File: config.mk
export PLATFORM = sky130hd
export DESIGN_NAME = gate_sweep_unit
export DESIGN_NICKNAME = d
export VERILOG_FILES = /design/src/rtl/gate_pkg.sv /design/src/rtl/gate_reduce.sv /design/src/rtl/gate_sweep_unit.sv
export SDC_FILE = /design/constraint.sdc
export NUM_CORES = 1
export LEC_CHECK = 0
export ABC_AREA = 1
export BUFFER_PORTS_ARGS = -buffer_cell sky130_fd_sc_hd__buf_2
export CAP_MARGIN = 20
export CORE_AREA = 3 3 48 50
export DETAILED_ROUTE_END_ITERATION = 12
export DIE_AREA = 0 0 51 53
export GPL_TIMING_DRIVEN = 0
export PLACE_DENSITY = 0.76
export SYNTH_ARGS = -nofsm -noshare
export SYNTH_HDL_FRONTEND = slang
export SYNTH_SLANG_ARGS = --single-unit
File: constraint.sdc
create_clock -name clk -period 2.75 [get_ports clk]
set_input_delay 0.1375 -clock clk [delete_from_list [all_inputs] [get_ports clk]]
set_output_delay 0.1375 -clock clk [all_outputs]
set_load 0.05 [all_outputs]
File: src/rtl/gate_pkg.sv
// Shared definitions for the gate sweep unit.
//   mode_e        : gate function selector (6 and 7 are reserved and evaluate to 0)
//   state_e       : sweep sequencer states
//   gate_eval()   : reference gate evaluation over the low n bits of v
//   mode_reserved(): true for the two reserved mode codes
package gate_pkg;

    typedef enum logic [2:0] {
        MODE_AND  = 3'd0,
        MODE_OR   = 3'd1,
        MODE_XOR  = 3'd2,
        MODE_NAND = 3'd3,
        MODE_NOR  = 3'd4,
        MODE_XNOR = 3'd5,
        MODE_RSV6 = 3'd6,
        MODE_RSV7 = 3'd7
    } mode_e;

    typedef enum logic [1:0] {
        ST_IDLE  = 2'd0,
        ST_SWEEP = 2'd1,
        ST_DONE  = 2'd2
    } state_e;

    // Evaluate the selected gate over bits [n-1:0] of v; bits above n are ignored.
    function automatic logic gate_eval(mode_e m, logic [7:0] v, int n);
        logic a;
        logic o;
        logic x;
        a = 1'b1;
        o = 1'b0;
        x = 1'b0;
        for (int i = 0; i < 8; i++) begin
            if (i < n) begin
                a = a & v[i];
                o = o | v[i];
                x = x ^ v[i];
            end
        end
        case (m)
            MODE_AND:  return a;
            MODE_OR:   return o;
            MODE_XOR:  return x;
            MODE_NAND: return ~a;
            MODE_NOR:  return ~o;
            MODE_XNOR: return ~x;
            default:   return 1'b0;
        endcase
    endfunction

    function automatic logic mode_reserved(logic [2:0] m);
        return m[2] & m[1];
    endfunction

endpackage

File: src/rtl/gate_reduce.sv
// Purely combinational N-input gate.
//   mode : gate selector (mode_e encoding); reserved codes give 0
//   vec  : gate inputs
//   y    : gate result
module gate_reduce
    import gate_pkg::*;
#(
    parameter int N_IN = 3
) (
    input  logic [2:0]      mode,
    input  logic [N_IN-1:0] vec,
    output logic            y
);

    always_comb begin
        // NOTE: assigning a default before the case guarantees every path drives y, so no latch is inferred.
        y = 1'b0;
        case (mode_e'(mode))
            MODE_AND:  y = &vec;
            MODE_OR:   y = |vec;
            MODE_XOR:  y = ^vec;
            MODE_NAND: y = ~&vec;
            MODE_NOR:  y = ~|vec;
            MODE_XNOR: y = ~^vec;
            MODE_RSV6: y = 1'b0;
            MODE_RSV7: y = 1'b0;
        endcase
    end

endmodule

File: src/rtl/gate_sweep_unit.sv
// N-input logic gate with registered output and an exhaustive sweep sequencer.
// In IDLE the gate can be evaluated directly on ext_in; a start launches a
// sweep that applies every input vector 0 .. 2^N_IN-1 for STEP_CYCLES clocks.
//   clk, rst_n : clock, asynchronous active-low reset
//   start      : begin a sweep (sampled in IDLE, wins over ext_en)
//   mode       : gate selector, latched at start for the whole sweep
//   ext_en     : direct mode strobe, ext_in : direct mode inputs
//   vec_out    : vector applied by the sweep (0 outside a sweep)
//   y_out      : registered gate result, valid_out : y_out is new this cycle
//   busy       : sweep in progress or completing, done : completion pulse
//   vec_count  : results produced in the current/last sweep
//   mode_err   : sticky flag, a reserved mode was used
module gate_sweep_unit
    import gate_pkg::*;
#(
    parameter int N_IN        = 3,
    parameter int STEP_CYCLES = 1
) (
    input  logic            clk,
    input  logic            rst_n,
    input  logic            start,
    input  logic [2:0]      mode,
    input  logic            ext_en,
    input  logic [N_IN-1:0] ext_in,
    output logic [N_IN-1:0] vec_out,
    output logic            y_out,
    output logic            valid_out,
    output logic            busy,
    output logic            done,
    output logic [N_IN:0]   vec_count,
    output logic            mode_err
);

    localparam int              HW        = (STEP_CYCLES > 1) ? $clog2(STEP_CYCLES) : 1;
    localparam logic [HW-1:0]   HOLD_LAST = HW'(STEP_CYCLES - 1);
    localparam logic [N_IN-1:0] VEC_LAST  = '1;

    state_e          state_q;
    state_e          state_d;
    mode_e           mode_q;
    logic [N_IN-1:0] vec_q;
    logic [HW-1:0]   hold_q;
    logic            primed_q;
    logic            y_q;
    logic            valid_q;
    logic [N_IN:0]   count_q;
    logic            err_q;

    logic [2:0]      eval_mode;
    logic [N_IN-1:0] eval_in;
    logic            eval_y;
    logic            last_hold;
    logic            first_show;

    // The single gate is shared: live inputs in IDLE, the sweep vector otherwise.
    assign eval_mode = (state_q == ST_IDLE) ? mode   : mode_q;
    assign eval_in   = (state_q == ST_IDLE) ? ext_in : vec_q;

    gate_reduce #(.N_IN(N_IN)) u_reduce (
        .mode (eval_mode),
        .vec  (eval_in),
        .y    (eval_y)
    );

    // The first SWEEP cycle only primes the sequencer (vec_out already 0), so
    // vector 0 is first shown one edge after start is sampled.
    assign last_hold  = primed_q && (hold_q == HOLD_LAST);
    assign first_show = (state_q == ST_SWEEP) && primed_q && (hold_q == '0);

    always_ff @(posedge clk or negedge rst_n) begin
        if (!rst_n) begin
            state_q <= ST_IDLE;
        end else begin
            // NOTE: sequential state uses non-blocking assignments so every register samples pre-edge values.
            state_q <= state_d;
        end
    end

    always_comb begin
        state_d = state_q;
        case (state_q)
            ST_IDLE:  if (start) state_d = ST_SWEEP;
            ST_SWEEP: if (last_hold && (vec_q == VEC_LAST)) state_d = ST_DONE;
            ST_DONE:  state_d = ST_IDLE;
            default:  state_d = ST_IDLE;
        endcase
    end

    always_ff @(posedge clk or negedge rst_n) begin
        if (!rst_n) begin
            mode_q   <= MODE_AND;
            vec_q    <= '0;
            hold_q   <= '0;
            primed_q <= 1'b0;
            y_q      <= 1'b0;
            valid_q  <= 1'b0;
            count_q  <= '0;
            err_q    <= 1'b0;
        end else begin
            valid_q <= 1'b0;
            case (state_q)
                ST_IDLE: begin
                    if (start) begin
                        mode_q   <= mode_e'(mode);
                        vec_q    <= '0;
                        hold_q   <= '0;
                        primed_q <= 1'b0;
                        count_q  <= '0;
                        if (mode_reserved(mode)) err_q <= 1'b1;
                    end else if (ext_en) begin
                        y_q     <= eval_y;
                        valid_q <= 1'b1;
                        if (mode_reserved(mode)) err_q <= 1'b1;
                    end
                end
                ST_SWEEP: begin
                    if (!primed_q) begin
                        primed_q <= 1'b1;
                    end else begin
                        if (first_show) begin
                            y_q     <= eval_y;
                            valid_q <= 1'b1;
                            count_q <= count_q + (N_IN+1)'(1);
                        end
                        if (last_hold) begin
                            hold_q <= '0;
                            // The final vector returns to 0 rather than wrapping.
                            vec_q  <= (vec_q == VEC_LAST) ? '0 : vec_q + N_IN'(1);
                        end else begin
                            hold_q <= hold_q + HW'(1);
                        end
                    end
                end
                default: ;
            endcase
        end
    end

    assign vec_out   = vec_q;
    assign y_out     = y_q;
    assign valid_out = valid_q;
    assign busy      = (state_q != ST_IDLE);
    assign done      = (state_q == ST_DONE);
    assign vec_count = count_q;
    assign mode_err  = err_q;

endmodule

==> metrics.md, run 1 <==
| Metric | Value |
|---|---|
| Fill cell count | `195` |
| Largest net degree at the start of global routing | `18` |
| PwrDens | `1310 nW/um^2` |
| Worst min-delay path class | `input pin to flop` |
| Vias | `944` |
| Clock Latency Late Sink | `0.29 ns` |
| Final WL | `2.17 mm` |
| CP Launch Type | `flop` |
| Post-CTS setup buffers | `0` |
| RSZ-0062 raised after global routing | `false` |
| Final worst clock skew | `0.00664 ns` |
| Synthesis-stage register bit count | `17` |
| Detail Route Antenna Nets | `0` |
| Count of input and output buffers | `21` |
| Post-Synthesis Net Count | `156` |
| Max Cap Viol | `0` |
| Max clock buf depth | `2` |
| Fmax | `0.502 GHz` |
| YS warnings | `0` |
| Post-synthesis sequential area ratio | `41.5%` |
| Final hold vios | `0` |
| WP data arrival | `2.18 ns` |
| DIE AREA | `2700 um^2` |
| Setup TNS | `0 ns` |
| Cts bufs inserted | `3` |
| Worst path max stage delay | `0.44 ns` |
| CP endpoint kind | `flop` |
| Reg clk slew, reported paths | `0.10 ns` |
| Data required, critical path | `2.94 ns` |
| Fin crit period | `1.99 ns` |
| Die Wd | `51 um` |
| Syn Area/Cell | `7.27 um^2` |
| CORE AREA | `1940 um^2` |
| I/O pin count | `22` |
| Most common cell after layout, fill and taps aside | `nand2_1` |
| Antenna violations before repair | `0` |
| Post-synth cell types | `20` |
| Root buffer cell | `clkbuf_4` |
| Final net count | `183` |
| Synthesized area | `1020 um^2` |
| DP HPWL | `1.74 mm` |
| Leak | `0.000646 uW` |
| CTS tree | `done` |
| N_diodes | `0` |
| First-pass GRT wire length | `3.65 mm` |
| Tightest Pin Transition | `0.377 ns` |
| Most used cell, CP | `nand2_1` |
| Period Utilization, post-route | `72.5%` |
| Setup violations, final | `0` |
| Aggregate global-route resource usage | `18.0%` |
| Setup CP Type | `flop to flop` |
| Die height | `53 um` |
| Max_slew headroom | `74.9%` |
| Pins Over Slew Limit | `0` |
| Clock sink total | `17` |
| Site Rows | `16` |
| GP Congestion | `0.741` |
| Vias in the first global route | `877` |
| Drt wl/cell | `11.2 um` |
| Util after Layout | `61.8%` |
| Hold buffer count at cts | `1` |
| Initial DRC count | `12` |
| Syn Inst Count | `141` |
| Via density | `4.87` |
| Worst Path Max Fanout | `10` |
| CTS resizes | `0` |
| Global route overflow | `0` |
| Share of layout cells above drive strength 1 | `20.4%` |
| Starting Density | `52.8%` |
| Most frequent cells in the layout | `nand2_1 (38), buf_2 (21), inv_1 (19)` |
| H-tree depth | `1` |
| Maximum VDD drop | `731 uV` |
| Drt first pass iters | `4` |
| DRC violation count after routing | `0` |
| Syn-to-layout area delta | `17.1%` |
| Cell Chain, Critical Path | `nor2_2, buf_6, nand2_1, o21ai_0, inv_1, ha_1, inv_1, nand3_1, nand2_1, nor2_1, nor2_1, nand3_1, nand2_1, nand2_1` |
| Outcome | `completed` |
| Critical path's slowest cell | `dfrtp_1` |
==> metal layers <==
| metal | GRT usage [%] | share of wire (%) | up-vias |
|---|---|---|---|
| li1 | - | - | 498 |
| met1 | 21.6 | 46 | 431 |
| met2 | 33.0 | 51 | 11 |
| met3 | 1.69 | 1.9 | 4 |
| met4 | 6.73 | 0.88 | 0 |
| met5 | 0 | 0 | - |
==> metrics by stage <==
stage / hold slack (ns) / std cells / area (um^2) / worst slack [ns] / power (uW)
4_1_cts: 0.0851 / 194 / 1200 / 0.739 / 1590
3_3_place_gp: 0.0717 / 189 / 1160 / 0.801 / 1410
5_1_grt: 0.105 / 194 / 1200 / 0.441 / 1730
6_report: 0.0905 / 194 / 1200 / 0.757 / 1570
3_5_place_dp: 0.0774 / 189 / 1160 / 0.750 / 1450
2_1_floorplan: -0.158 / 141 / 1020 / 0.831 / 1220
==> synth_stat cells <==
cell	instances	area share, %
or2_2	1	0.61
dfrtp_1	17	42
nor3_1	1	0.49
o31ai_1	1	0.73
o21bai_1	1	0.73
nor2_1	13	4.8
nand2_2	2	1.2
ha_1	5	6.1
inv_1	19	7.0
nand2_1	38	14
a21oi_1	5	2.4
o21a_1	1	0.73
nand3_1	14	6.8
nor2_2	3	1.8
inv_2	2	0.73
and3_1	1	0.61
nand2_4	1	1.1
o21ai_0	14	6.8
buf_6	1	1.1
a211oi_1	1	0.73
==> critical path: cells and delay by family (launching register included) <==
kind / cells / cell delay (ns)
compound gates: 1 / 0.10
flops: 1 / 0.44
simple gates: 9 / 0.72
fa+ha+maj: 1 / 0.31
buf+inv: 3 / 0.31
==> power by group <==
| part | internal [uW] | switching, uW |
|---|---|---|
| combinational | 302 | 710 |
| clock | 56.3 | 75.7 |
| sequential | 350 | 76.4 |
| total | 708 | 862 |
==> path summary, 6_finish.rpt <==
| check | from | depth (start not counted) | slack [ns] | to |
|---|---|---|---|---|
| max reg2reg | state_q[0] | 14 | 0.76 | y_out |
| min | mode[1] | 3 | 0.09 | mode_q[1] |
| min in group asynchronous | rst_n | 2 | 0.30 | mode_q[1] |
| min reg2reg | vec_count[3] | 1 | 0.48 | vec_count[3] |
| max | state_q[0] | 14 | 0.76 | y_out |
| max in group asynchronous | rst_n | 2 | 2.17 | vec_out[0] |
==> state kept, by name (all words and copies together) (netlist names) <==
register / count
mode_q: 3
vec_count: 4
primed_q: 1
y_out: 1
state_q: 2
vec_out: 3
valid_out: 1
mode_err: 1
hold_q: 1
==> layout make-up <==
| cell class | count | area [um^2] | share of cell area (%) |
|---|---|---|---|
| plain buffers | 1 | 11.3 | 0.938 |
| multi-input cells | 102 | 509 | 42.4 |
| flip-flops and latches | 17 | 425 | 35.5 |
| inverters | 21 | 78.8 | 6.57 |
| clock buffers | 4 | 26.3 | 2.19 |
| well taps | 27 | 33.8 | 2.82 |
| repair buffers | 22 | 115 | 9.59 |
==> cells by family (layout without fill, tap and decap cells) <==
family / after synthesis / count (layout) / synth area share, %
simple gates: 74 / 74 / 31.4
compound gates: 23 / 23 / 12.2
fa+ha+maj: 5 / 5 / 6.11
buf+inv: 22 / 48 / 8.79
flops: 17 / 17 / 41.5
Power figures use the tool's default switching activity.
==> run 2: changes to the inputs <==
--- a/config.mk
+++ b/config.mk
@@ -8,11 +8,11 @@
 export ABC_AREA = 1
 export BUFFER_PORTS_ARGS = -buffer_cell sky130_fd_sc_hd__buf_2
 export CAP_MARGIN = 20
-export CORE_AREA = 3 3 48 50
+export CORE_AREA = 3 3 49 51
 export DETAILED_ROUTE_END_ITERATION = 12
-export DIE_AREA = 0 0 51 53
+export DIE_AREA = 0 0 52 54
 export GPL_TIMING_DRIVEN = 0
-export PLACE_DENSITY = 0.76
+export PLACE_DENSITY = 0.74
 export SYNTH_ARGS = -nofsm -noshare
 export SYNTH_HDL_FRONTEND = slang
 export SYNTH_SLANG_ARGS = --single-unit
==> constraint.sdc (replaced) <==
create_clock -name clk -period 2 [get_ports clk]
set_input_delay 0.1 -clock clk [delete_from_list [all_inputs] [get_ports clk]]
set_output_delay 0.1 -clock clk [all_outputs]
set_load 0.05 [all_outputs]
==> run 2 against run 1 <==
Cell count is 2.6% higher; combinational power grew 51%; sequential cell count stayed put; first-iteration DRC count up 42%; die area is 3.9% higher; design area increased by 6.4%; hold slack got worse by 0.013 ns; utilization increased by 2.6 points; critical endpoint unchanged; largest cell class unchanged; highest routed layer unchanged.
==> metrics.md, run 2 (synthesis results as in run 1) <==
| Metric | Value |
|---|---|
| Outcome | `completed` |
| Clock sink total | `17 (unchanged)` |
| Hold Path Cell Cnt | `3 (unchanged)` |
| Fin crit period | `1.85 ns (-0.144 ns)` |
| Drt wl/cell | `11.5 um (+3.3%)` |
| Final Instance Area | `1280 um^2 (+6.4%)` |
| Cts bufs inserted | `3 (unchanged)` |
| CP endpoint kind | `flop` |
| Number of stages on the worst setup path | `14 (unchanged)` |
| Tightest Pin Transition | `0.384 ns (+0.00737 ns)` |
| Maximum VDD drop | `1090 uV (+49%)` |
| Clock Latency Late Sink | `0.29 ns (about the same)` |
| Worst path max stage delay | `0.45 ns (about the same)` |
| CP startpoint | `state_q[0]` |
| Setup CP Type | `flop to flop` |
| Aggregate global-route resource usage | `18.7% (+0.74 points)` |
| Vias | `997 (+5.6%)` |
| CTS tree | `done` |
| Worst min-delay path class | `input pin to flop` |
| Initial DRC count | `17 (+5)` |
| Cell Chain, Critical Path | `nor2_4, buf_6, nand2_1, o21ai_2, inv_1, ha_4, inv_1, nand3_1, nand2_1, nor2_1, nor2_1, nand3_1, nand2_1, nand2_1` |
| Site Rows | `16 (unchanged)` |
| Via density | `5.01 (+3.0%)` |
| DP HPWL | `1.75 mm (+0.79%)` |
| Most used cell, CP | `nand2_1` |
| CP Launch Type | `flop` |
| Leak | `0.000677 uW (+4.8%)` |
| Pins Over Slew Limit | `0 (unchanged)` |
| H-tree depth | `1 (unchanged)` |
| Worst Path Max Fanout | `5 (-5)` |
| First-pass GRT wire length | `3.88 mm (+6.2%)` |
| Reg clk slew, reported paths | `0.10 ns (about the same)` |
| Antenna violations before repair | `0 (unchanged)` |
| I/O pin count | `22 (unchanged)` |
| CP bufs+invs | `3 (unchanged)` |
| Detail Route Antenna Nets | `0 (unchanged)` |
| GP Congestion | `0.748 (+0.94%)` |
| Placed cells | `189 (unchanged)` |
| WP data arrival | `2.04 ns (-0.14 ns)` |
| Starting Density | `51.7% (-1.1 points)` |
| Syn-to-layout area delta | `24.5%` |
| DRC violation count after routing | `0 (unchanged)` |
| Critical path's slowest cell | `dfrtp_2` |
| Worst Hold Launch | `mode[1]` |
| Final net count | `188 (+2.7%)` |
| DIE AREA | `2810 um^2 (+3.9%)` |
| Root buffer cell | `clkbuf_4` |
| Share of layout cells above drive strength 1 | `26.7% (+6.4 points)` |
| Placed instance area | `1160 um^2 (unchanged)` |
| Total power | `2300 uW (+47%)` |
| Max clock buf depth | `2 (unchanged)` |
| Die height | `54 um (+1.9%)` |
| Crit path max-delay family | `simple AND/OR/NAND/NOR gates` |
| Fill cell count | `182 (-6.7%)` |
| Final WL | `2.30 mm (+6.0%)` |
| Most common cell after layout, fill and taps aside | `nand2_1` |
| Drt first pass iters | `4 (unchanged)` |
| CORE AREA | `1980 um^2 (+2.1%)` |
| Finished Layout Cells | `199 (+2.6%)` |
| R2R cell count | `14 (unchanged)` |
| Vias in the first global route | `941 (+7.3%)` |
| Final worst clock skew | `0.00819 ns (+0.00155 ns)` |
| Max_slew headroom | `74.4% (-0.49 points)` |
| Fmax | `0.541 GHz (+7.8%)` |
| Util after Layout | `64.4% (+2.6 points)` |
| Period Utilization, post-route | `92.4% (+20 points)` |
| Data required, critical path | `2.19 ns (-0.75 ns)` |
| N_diodes | `0 (unchanged)` |
| Count of input and output buffers | `21 (unchanged)` |
| Sequential Area | `428 um^2 (+0.59%)` |
| Multi-input gate area | `544 um^2 (+6.9%)` |
| Global route overflow | `0 (unchanged)` |
| Launch point of the worst reg-to-reg path | `state_q[0]` |
| Most frequent cells in the layout | `nand2_1 (38), buf_2 (21), inv_1 (18)` |
| Largest net degree at the start of global routing | `18 (unchanged)` |
| Number of flip-flops in the largest register | `4 (unchanged)` |
| Setup violations, final | `0 (unchanged)` |
| Final hold vios | `0 (unchanged)` |
| Max Cap Viol | `0 (unchanged)` |
| Die Wd | `52 um (+2.0%)` |
| Fin Hold WS | `0.0773 ns (-0.0132 ns)` |
| PwrDens | `1810 nW/um^2 (+38%)` |
| RSZ-0062 raised after global routing | `false` |
[run 2: final timing paths]
kind	end	slack, ns
min	mode_q[1]	0.08
max	y_out	0.15
max in group asynchronous	state_q[1]	1.45
min in group asynchronous	mode_q[2]	0.24
min reg2reg	vec_count[3]	0.47
max reg2reg	y_out	0.15
[run 2: through the flow]
step                      setup TNS [ns]  setup WS [ns]
after global placement                 0         0.0587
after CTS                              0        0.00163
after detailed placement         -0.0305        -0.0305
after global routing                   0         0.0173
final                                  0          0.151
after floorplan                        0         0.0813
[run 2: area by class of cell]
| cell class | instances | share of cell area, % |
|---|---|---|
| multi-input combinational | 102 | 42.6 |
| sequential | 17 | 33.5 |
| timing repair buffer | 27 | 12.0 |
| inverter | 21 | 6.18 |
| tap | 27 | 2.65 |
| clock buffer | 3 | 1.76 |
| buffer | 1 | 0.882 |
| clock inverter | 1 | 0.392 |
[run 2: metal layers]
layer | GRT usage, % | wire length, um | share of wire (%) | up-vias
met2 | 34.3 | 1180 | 51 | 16
li1 | - | - | - | 513
met1 | 22.4 | 1040 | 45 | 464
met5 | 0 | 0 | 0 | -
met3 | 1.66 | 44 | 1.9 | 4
met4 | 7.86 | 30 | 1.3 | 0
[run 2: report_power, final]
group          switching (uW)  internal (uW)
clock network             106           74.4
logic                    1030            504
registers                 108            484
total                    1240           1060
[run 2: worst min-delay path, cell delays in order]
cell and delay (ns):
buf_2 0.10, nand2_1 0.05, o21ai_0 0.08
[run 2: repair_timing]
item,4_1_cts,5_1_grt
gates cloned,0,0
pin swaps,0,4
endpoints found under the setup margin,1,1
gates resized for setup,3,8
hold buffers,1,0
endpoints found under the hold margin,17,0
setup buffers,0,5
